<file path="src/rtl/life_controller.sv">
// life_controller: LOAD/STEP/RUN/STOP command sequencer driving the 4x4 life array.
// Define LIFE_CTRL_HALT_DETECT_EN to end RUNs early on extinct or still-life generations.
module life_controller #(
    parameter int GEN_W = 16,
    parameter int DIV_W = 24
) (
    input  logic             clk,
    input  logic             reset,
    input  logic             cmd_valid,
    output logic             cmd_ready,
    input  logic [1:0]       cmd_op,
    input  logic [15:0]      cmd_data,
    input  logic [DIV_W-1:0] period,
    input  logic [GEN_W-1:0] gen_limit,
    output logic [15:0]      arr_val,
    output logic             arr_write_enb,
    output logic             arr_step,
    input  logic [15:0]      arr_alive,
    input  logic [15:0]      arr_alive_prev,
    output logic             busy,
    output logic             done,
    output logic [1:0]       halt_reason,
    output logic [GEN_W-1:0] gen_count,
    output logic             cmd_err
);

`ifdef LIFE_CTRL_HALT_DETECT_EN
    localparam bit HALT_DETECT = 1'b1;
`else
    localparam bit HALT_DETECT = 1'b0;
`endif

    typedef enum logic [2:0] {
        S_IDLE,
        S_LOAD,
        S_STEP,
        S_CHECK,
        S_WAIT
    } state_t;

    localparam logic [1:0] OP_LOAD = 2'b00;
    localparam logic [1:0] OP_STEP = 2'b01;
    localparam logic [1:0] OP_RUN  = 2'b10;
    localparam logic [1:0] OP_STOP = 2'b11;

    localparam logic [1:0] HR_STOP    = 2'b00;
    localparam logic [1:0] HR_LIMIT   = 2'b01;
    localparam logic [1:0] HR_STILL   = 2'b10;
    localparam logic [1:0] HR_EXTINCT = 2'b11;

    state_t           state_q;
    logic             run_mode_q;
    logic [DIV_W-1:0] period_q;
    logic [DIV_W-1:0] cnt_q;
    logic [GEN_W-1:0] limit_q;
    logic [GEN_W-1:0] gen_count_q;
    logic [15:0]      arr_val_q;
    logic             write_enb_q;
    logic             step_q;
    logic             busy_q;
    logic             done_q;
    logic             err_q;
    logic [1:0]       reason_q;

    logic             accept;
    logic [DIV_W-1:0] period_d;
    logic [GEN_W-1:0] gen_count_d;
    logic             halt_d;
    logic [1:0]       halt_reason_d;

    // Ready is forced low while reset is asserted, independent of the state register.
    assign cmd_ready   = reset & ((state_q == S_IDLE) | (state_q == S_WAIT));
    assign accept      = cmd_valid & cmd_ready;
    assign period_d    = (period == '0) ? DIV_W'(1) : period;
    assign gen_count_d = gen_count_q + GEN_W'(1);

    // CHECK sees the freshly stepped generation on arr_alive.
    always_comb begin
        halt_d        = 1'b1;
        halt_reason_d = HR_STOP;
        if (!run_mode_q) begin
            halt_reason_d = HR_STOP;
        end else if (HALT_DETECT && (arr_alive == 16'h0000)) begin
            halt_reason_d = HR_EXTINCT;
        end else if (HALT_DETECT && (arr_alive == arr_alive_prev)) begin
            halt_reason_d = HR_STILL;
        end else if ((limit_q != '0) && (gen_count_q == limit_q)) begin
            halt_reason_d = HR_LIMIT;
        end else begin
            halt_d = 1'b0;
        end
    end

    always_ff @(posedge clk or negedge reset) begin
        if (!reset) begin
            state_q     <= S_IDLE;
            run_mode_q  <= 1'b0;
            period_q    <= '0;
            cnt_q       <= '0;
            limit_q     <= '0;
            gen_count_q <= '0;
            arr_val_q   <= '0;
            write_enb_q <= 1'b0;
            step_q      <= 1'b0;
            busy_q      <= 1'b0;
            done_q      <= 1'b0;
            err_q       <= 1'b0;
            reason_q    <= HR_STOP;
        end else begin
            done_q <= 1'b0;
            err_q  <= 1'b0;
            case (state_q)
                S_IDLE: begin
                    if (accept) begin
                        reason_q <= HR_STOP;
                        case (cmd_op)
                            OP_LOAD: begin
                                arr_val_q   <= cmd_data;
                                write_enb_q <= 1'b1;
                                busy_q      <= 1'b1;
                                state_q     <= S_LOAD;
                            end
                            OP_STEP: begin
                                run_mode_q <= 1'b0;
                                step_q     <= 1'b1;
                                busy_q     <= 1'b1;
                                state_q    <= S_STEP;
                            end
                            OP_RUN: begin
                                run_mode_q <= 1'b1;
                                period_q   <= period_d;
                                cnt_q      <= period_d;
                                limit_q    <= gen_limit;
                                busy_q     <= 1'b1;
                                state_q    <= S_WAIT;
                            end
                            default: begin
                                done_q <= 1'b1;
                            end
                        endcase
                    end
                end
                S_LOAD: begin
                    write_enb_q <= 1'b0;
                    gen_count_q <= '0;
                    done_q      <= 1'b1;
                    busy_q      <= 1'b0;
                    state_q     <= S_IDLE;
                end
                S_STEP: begin
                    step_q      <= 1'b0;
                    gen_count_q <= gen_count_d;
                    state_q     <= S_CHECK;
                end
                S_CHECK: begin
                    if (halt_d) begin
                        reason_q <= halt_reason_d;
                        done_q   <= 1'b1;
                        busy_q   <= 1'b0;
                        state_q  <= S_IDLE;
                    end else begin
                        cnt_q   <= period_q;
                        state_q <= S_WAIT;
                    end
                end
                S_WAIT: begin
                    // STOP wins over a step falling due on the same edge.
                    if (accept && (cmd_op == OP_STOP)) begin
                        reason_q <= HR_STOP;
                        done_q   <= 1'b1;
                        busy_q   <= 1'b0;
                        state_q  <= S_IDLE;
                    end else begin
                        if (accept) begin
                            err_q <= 1'b1;
                        end
                        if (cnt_q == DIV_W'(1)) begin
                            step_q  <= 1'b1;
                            state_q <= S_STEP;
                        end else begin
                            cnt_q <= cnt_q - DIV_W'(1);
                        end
                    end
                end
                default: begin
                    write_enb_q <= 1'b0;
                    step_q      <= 1'b0;
                    busy_q      <= 1'b0;
                    state_q     <= S_IDLE;
                end
            endcase
        end
    end

    assign arr_val       = arr_val_q;
    assign arr_write_enb = write_enb_q;
    assign arr_step      = step_q;
    assign busy          = busy_q;
    assign done          = done_q;
    assign halt_reason   = reason_q;
    assign gen_count     = gen_count_q;
    assign cmd_err       = err_q;

endmodule

</file>
<file path="config.mk">
export PLATFORM = sky130hd
export DESIGN_NAME = life_controller
export DESIGN_NICKNAME = d
export VERILOG_FILES = /design/src/rtl/life_controller.sv
export SDC_FILE = /design/constraint.sdc
export NUM_CORES = 1
export LEC_CHECK = 0
export BUFFER_PORTS_ARGS = -buffer_cell sky130_fd_sc_hd__buf_4
export CAP_MARGIN = 5
export CORE_MARGIN = 2
export CORE_UTILIZATION = 60
export CTS_BUF_LIST = sky130_fd_sc_hd__clkbuf_8
export DETAILED_ROUTE_END_ITERATION = 6
export GPL_TIMING_DRIVEN = 0
export PLACE_DENSITY = 0.92
export SLEW_MARGIN = 20
export SYNTH_ARGS = -nofsm -noshare
export SYNTH_HDL_FRONTEND = slang
export SYNTH_SLANG_ARGS = --single-unit
</file>
<file path="constraint.sdc">
create_clock -name clk -period 3.9 [get_ports clk]
set_input_delay 0 -clock clk [delete_from_list [all_inputs] [get_ports clk]]
set_output_delay 0 -clock clk [all_outputs]
set_load 0.02 [all_outputs]
</file>
==> impl_metrics.csv, run 1 <==
group,metric,value,unit
drt,ant_nets,0,
global_routing,grt_first_pass_wirelength,28950,um
synth,synth_edf_count,0,
timing,fmax,320.6,MHz
worst_setup_path,worstPathRequired,4.17,ns
die,die_width,99.04,um
synth,synth_seq_area_share,48.95,%
synth,avgSynthCellArea,10.56,um^2
timing,period_share,79.97,%
final_layout,area_delta_synth_final,30.55,%
run_status,violations,"DRC",
clock_tree,cts_max_path_buffers,2,
clock_tree,htreeDepth,3,
clock_tree,cts.repair.resized,0,
die,fp.dieH,99.04,um
power,p_int,2.648,mW
drt,routed_wl,18180,um
timing,clock_skew,0.01830,ns
drt,viasPerCell,6.787,
global_routing,gr-total-overflow,0,
worst_setup_path,reg2reg_from,"state_q[2]",
global_routing,grt_pass1_vias,5456,
clock_tree,clk_pin_slew,0.11,ns
final_layout,stdcell_area,7074,um^2
synth,syn_area,5419,um^2
synth,yosysWarningCount,0,
global_routing,antenna_found_initial,0,
clock_tree,cts-root-buf,"clkbuf_8",
final_layout,drive_above_1_share,27.34,%
placed_design,dpl.hpwl,10310,um
power,combPwrFrac,41.1,%
final_layout,post-route-util,81.12,%
clock_tree,clk_latency,0.39,ns
die,core,8721,um^2
clock_tree,tritoncts,"yes",
synth,syn_nets,614,
clock_tree,cts_buffers,9,
global_routing,grt.total_usage,37.90,%
timing,worst_slew_pin_slew,0.9723,ns
clock_tree,postCtsSetupBuffers,0,
synth,synth_cell_type_count,53,
drt,drc,20,
flow_run,maxCapViolCount,0,
synth,ys.flop_type,"dfrtp_1",
worst_setup_path,worst_setup_path_start_kind,"flop",
global_routing,grt_max_degree,110,
worst_setup_path,arrival,3.39,ns
synth,async_reset_ff_share,100.0,%
timing,setup_viol,0,
placed_design,io_buffer_count,99,
worst_setup_path,cp-end-kind,"flop",
drt,vias,5375,
timing,finalCriticalPeriod,3.119,ns
placed_design,place_congestion,0.9515,
worst_setup_path,worstRegToRegCells,8,
timing,max-slew-margin-rel,35.18,%
power,vdd_drop_max,430.7,uV
worst_setup_path,r2r_slack,0.78,ns
timing,hold_viol,0,
synth,syn-instance-count,513,
min_path,hp-class,"in2reg",
power,power_frac_seq,43.4,%
power,power_density,645.5,nW/um^2
final_layout,layout.nets,780,
power,power,4.566,mW
worst_setup_path,worstSetupPathType,"reg2reg",
timing,setup_ws,0.7812,ns
drt,drt_iter0_drc,639,
clock_tree,clock_sinks,106,
placed_design,place_area,6301,um^2
placed_design,pre_cts_ws,0.9466,ns
die,die-area,9808,um^2
worst_setup_path,crit_path_end,"cnt_q[19]",
min_path,worstHoldPathCells,3,
final_layout,fillCellCount,439,
worst_setup_path,cp-startpoint,"state_q[2]",
drt,wl_per_cell,22.95,um
synth,synth-seq-cells,106,
final_layout,antenna_cells,0,
worst_setup_path,r2r-end,"cnt_q[19]",
run_status,status,"finished, violations left",
drt,drtPass1Iterations,7,
timing,slew_violations,0,
die,start_util,62.14,%
timing,rsz0062_at_grt,"no",
power,p_leak,3.139,nW
die,std_cell_rows,34,
power,p_sw,1.918,mW
die,ioPinCount,133,
worst_setup_path,cp_max_fo,10,
timing,tns,0,ns
power,swShare,42.01,%
power,power.share.clock,15.5,%
==> final cells by class <==
cell class / instances / area [um^2] / area share [%]
Multi-Input combinational cell: 370 / 2619 / 37.02
Tap cell: 108 / 135.1 / 1.910
Timing Repair Buffer: 155 / 1308 / 18.48
Clock inverter: 7 / 82.58 / 1.167
Sequential cell: 106 / 2653 / 37.50
Buffer: 27 / 113.9 / 1.609
Clock buffer: 9 / 123.9 / 1.751
Inverter: 10 / 40.04 / 0.5660
==> cell usage in the layout (no fill, tap or decap), types with 3 or more instances in the layout <==
cell           synthesis  layout
a21oi_1               27      27
a221oi_1              12      12
a222oi_1               5       5
a22oi_1                7       7
a31oi_1               11      11
and3_1                 4       4
buf_4                  1      99
clkbuf_1              24      24
clkbuf_8               0       9
dfrtp_1              106     106
dlygate4sd3_1          0      56
ha_1                   8       8
inv_1                  9       9
inv_8                  0       3
mux2_2                57      57
mux2i_1                4       4
nand2_1               38      38
nand2b_1               5       5
nand3_1               27      27
nand4_1                6       6
nor2_1                34      34
nor2b_1                4       4
nor3_1                10      10
nor4_1                16      15
o211ai_1               3       3
o21ai_0               19      19
o22ai_1                3       3
o2bb2ai_1              9       9
o31ai_1                4       4
or3_1                  6       6
xnor2_1               15      15
xor2_1                11      11
==> critical path: stages (launching register included) <==
cell and delay, ns:
dfrtp_1 0.44, and3b_1 0.22, clkbuf_1 0.41, nor2_1 0.28, a22o_1 0.26, a31oi_1 0.57, clkbuf_1 0.49, nand3_1 0.17
o2bb2ai_1 0.16
==> metrics by stage <==
stage / std cells / hold WS, ns
after global routing: 792 / 0.05005
after CTS: 792 / 0.02526
after detailed placement: 720 / 0.1924
after global placement: 720 / 0.2326
after floorplan: 513 / -0.2956
final: 792 / 0.03950
==> power by group through the flow <==
stage	clock, mW	sequential (mW)	combinational [mW]
floorplan	0	1.95	1.06
global placement	0	1.89	1.62
detailed placement	0	1.92	1.70
CTS	0.697	1.91	1.76
global route	0.750	2.01	2.00
finish	0.708	1.98	1.88
==> cells in the mapped netlist, types with 2 or more instances <==
library cell / number / share of area [%]
dfrtp_1: 106 / 49
mux2_2: 57 / 12
nand2_1: 38 / 2.6
nor2_1: 34 / 2.4
a21oi_1: 27 / 2.5
nand3_1: 27 / 2.5
clkbuf_1: 24 / 1.7
o21ai_0: 19 / 1.8
nor4_1: 16 / 1.8
xnor2_1: 15 / 2.4
a221oi_1: 12 / 1.9
a31oi_1: 11 / 1.3
xor2_1: 11 / 1.8
nor3_1: 10 / 0.92
inv_1: 9 / 0.62
o2bb2ai_1: 9 / 1.5
ha_1: 8 / 1.8
a22oi_1: 7 / 0.97
nand4_1: 6 / 0.69
or3_1: 6 / 0.69
a222oi_1: 5 / 0.92
nand2b_1: 5 / 0.58
and3_1: 4 / 0.46
mux2i_1: 4 / 0.74
nor2b_1: 4 / 0.46
o31ai_1: 4 / 0.55
o211ai_1: 3 / 0.42
o22ai_1: 3 / 0.35
and2_1: 2 / 0.23
o21a_1: 2 / 0.28
o22a_1: 2 / 0.32
or4_4: 2 / 0.42
==> state kept, by name, indices dropped and copies added, names as in the netlist <==
| name | count |
|---|---|
| arr_step | 1 |
| arr_val | 16 |
| arr_write_enb | 1 |
| busy | 1 |
| cmd_err | 1 |
| cnt_q | 24 |
| done | 1 |
| gen_count | 16 |
| halt_reason | 1 |
| limit_q | 16 |
| period_q | 24 |
| run_mode_q | 1 |
| state_q | 3 |
==> worst min-delay path by stage <==
stage / from / slack, ns / end
floorplan: reset / -0.30 / arr_step
global placement: cmd_data[3] / 0.23 / arr_val[3]
detailed placement: reset / 0.19 / arr_step
CTS: period[0] / 0.03 / period_q[0]
global route: period[0] / 0.05 / period_q[0]
finish: cmd_valid / 0.04 / cmd_err
==> routing by layer <==
layer  GRT usage [%]  part of all wire [%]
met1           45.88                    34
met2           62.99                    48
met3           9.291                    11
met4           19.60                   7.0
met5               0                     0
==> what timing repair did <==
action	in CTS	in global routing
hold buffers	56	0
endpoints found under the setup margin	0	0
endpoints found under the hold margin	179	0
==> kinds of logic after synthesis <==
| group | share of synthesized area (%) |
|---|---|
| multiplexers | 12.86 |
| other | 0.06920 |
| flip-flops | 48.95 |
| AO/OA/AOI/OAI | 13.48 |
| AND/OR/NAND/NOR | 15.75 |
| adder cells (fa/ha/maj) | 1.847 |
| XOR/XNOR | 4.202 |
| buffers and inverters | 2.840 |
No activity file was read; power rests on OpenSTA's default activity.
==> run 2, diff against run 1 <==
CORE_UTILIZATION = 50   (was 60)
PLACE_DENSITY = 0.82   (was 0.92)
clock period = 2.55 ns   (was 3.9 ns; I/O delays follow)
==> run 2 against run 1 <==
  * Combinational power grew 68%
  * Utilization shrank 12 points
  * Fmax grew 16%
  * Largest power group is now combinational logic
  * Critical endpoint is now cnt_q[5]
  * Highest routed layer unchanged
  * Clock skew shrank 0.0038 ns
  * Non-clock buffer count grew 10
  * The flow finishes with violations (hold timing, setup timing)
  * Sequential share of layout area shrank 1.4 points
  * Sequential power grew 53%
  * Final area grew 4.1%
==> impl_metrics.csv, run 2 (synthesis results as in run 1) <==
group,metric,value,unit
die,ioPinCount,133,
timing,rsz0062_at_grt,"yes",
power,power_frac_seq,42.0,%
worst_setup_path,r2r_slack,-0.13,ns
timing,clock_skew,0.01452,ns
worst_setup_path,cp_max_fo,10,
final_layout,fillCellCount,714,
final_layout,layout.nets,790,
power,power_density,977.8,nW/um^2
global_routing,grt_max_degree,110,
die,std_cell_rows,38,
timing,period_share,105.0,%
die,core,10700,um^2
placed_design,place_area,6341,um^2
run_status,status,"finished, violations left",
drt,drtPass1Iterations,6,
die,start_util,50.65,%
final_layout,post-route-util,68.84,%
power,power.share.clock,14.2,%
global_routing,gr-total-overflow,0,
power,combPwrFrac,43.8,%
timing,setup_viol,22,
power,p_int,4.211,mW
timing,max-slew-margin-rel,34.87,%
worst_setup_path,worst_setup_path_start_kind,"flop",
global_routing,grt.total_usage,28.70,%
drt,drc,0,
drt,drt_iter0_drc,602,
placed_design,place_congestion,0.9221,
worst_setup_path,worstSetupPathType,"reg2reg",
final_layout,stdcell_area,7365,um^2
final_layout,layout_common_cells,"buf_4, dfrtp_1, mux2_2",
worst_setup_path,reg2reg_from,"cnt_q[9]",
final_layout,regArea,2655,um^2
flow_run,maxCapViolCount,0,
die,die_width,108.1,um
final_layout,antenna_cells,0,
worst_setup_path,arrival,2.95,ns
final_layout,top_regs,"cnt_q (24), period_q (24)",
clock_tree,cts-root-buf,"clkbuf_8",
final_layout,area_delta_synth_final,35.90,%
clock_tree,clock_sinks,106,
global_routing,antenna_found_initial,0,
placed_design,dpl.hpwl,10480,um
clock_tree,tritoncts,"yes",
drt,wl_per_cell,20.94,um
die,fp.dieH,108.1,um
final_layout,multi_input_area,2766,um^2
global_routing,grt_pass1_vias,5125,
clock_tree,cts_hold_buf,55,
drt,viasPerCell,6.267,
timing,slew_violations,0,
timing,finalCriticalPeriod,2.678,ns
power,p_sw,2.990,mW
clock_tree,cts_max_path_buffers,2,
worst_setup_path,worstRegToRegCells,7,
drt,ant_nets,0,
placed_design,io_buffer_count,99,
timing,setup_ws,-0.1279,ns
drt,routed_wl,17470,um
final_layout,mostFrequentLayoutCell,"buf_4",
global_routing,grt_first_pass_wirelength,25880,um
timing,hold_viol,106,
worst_setup_path,worstPathRequired,2.82,ns
placed_design,pre_cts_ws,-0.4033,ns
clock_tree,cts_buffers,9,
timing,worst_slew_pin_slew,0.9769,ns
min_path,hp-class,"in2async",
power,vdd_drop_max,629.8,uV
timing,fmax,373.4,MHz
clock_tree,clk_pin_slew,0.11,ns
power,swShare,41.52,%
timing,hold_ws,-0.2812,ns
power,p_leak,3.234,nW
final_layout,drive_above_1_share,33.72,%
worst_setup_path,cp-end-kind,"flop",
clock_tree,clk_latency,0.38,ns
drt,vias,5227,
die,die-area,11690,um^2
run_status,violations,"hold timing, setup timing",
worst_setup_path,r2r-end,"cnt_q[5]",
clock_tree,htreeDepth,3,
-- run 2: cell type report --
cell class	instances	area share (%)
Tap cell	140	2.379
Clock buffer	9	1.682
Timing Repair Buffer	167	19.05
Clock inverter	7	0.8325
Buffer	25	1.835
Inverter	10	0.6116
Multi-Input combinational cell	370	37.56
Sequential cell	106	36.05
-- run 2: stage by stage --
step           setup TNS [ns]  power (mW)  cells
2_1_floorplan               0       4.611    513
3_3_place_gp           -28.00       5.404    752
3_5_place_dp           -7.383       5.548    752
4_1_cts              -0.02833       6.680    827
5_1_grt                -3.708       7.529    834
6_report               -1.443       7.201    834
-- run 2: worst max path at each step --
stage / start / to / slack, ns / cells after the start
finish: cnt_q[9] / cnt_q[5] / -0.13 / 7
global route: cnt_q[5] / cnt_q[10] / -0.20 / 7
CTS: cnt_q[10] / cnt_q[10] / -0.03 / 7
detailed placement: state_q[2] / cnt_q[21] / -0.40 / 8
global placement: reset / cnt_q[22] / -0.68 / 8
floorplan: cnt_q[11] / cnt_q[10] / 0.02 / 7
-- run 2: timing repair --
item,4_1_cts,5_1_grt
pin swaps,5,7
gates resized for setup,15,43
endpoints found under the hold margin,181,106
endpoints found under the setup margin,35,73
buffers inserted,5,7
cloned,1,0
-- run 2: power groups by stage --
| stage | Clock, mW | Combinational, mW | Sequential, mW |
|---|---|---|---|
| after floorplan | 0 | 1.63 | 2.98 |
| after global placement | 0 | 2.51 | 2.89 |
| after detailed placement | 0 | 2.61 | 2.94 |
| after CTS | 1.01 | 2.74 | 2.92 |
| after global routing | 1.08 | 3.36 | 3.08 |
| final | 1.02 | 3.16 | 3.02 |
-- run 2: routing by layer --
metal | share of wire [%] | track usage, % | routed length (um) | up-vias
met2 | 51 | 49.69 | 8908 | 367
met5 | 0 | 0 | 0 | -
li1 | - | - | - | 2248
met3 | 7.3 | 4.340 | 1270 | 90
met4 | 5.3 | 14.56 | 924 | 0
met1 | 36 | 34.81 | 6363 | 2522
-- run 2: worst max-delay path: stages, from the launching register on --
cell and delay [ns]:
dfrtp_1 0.41, or4_4 0.56, or4_4 0.57, nor4_4 0.39, o21ai_4 0.15, clkbuf_8 0.21, a21oi_1 0.24, a21oi_2 0.05
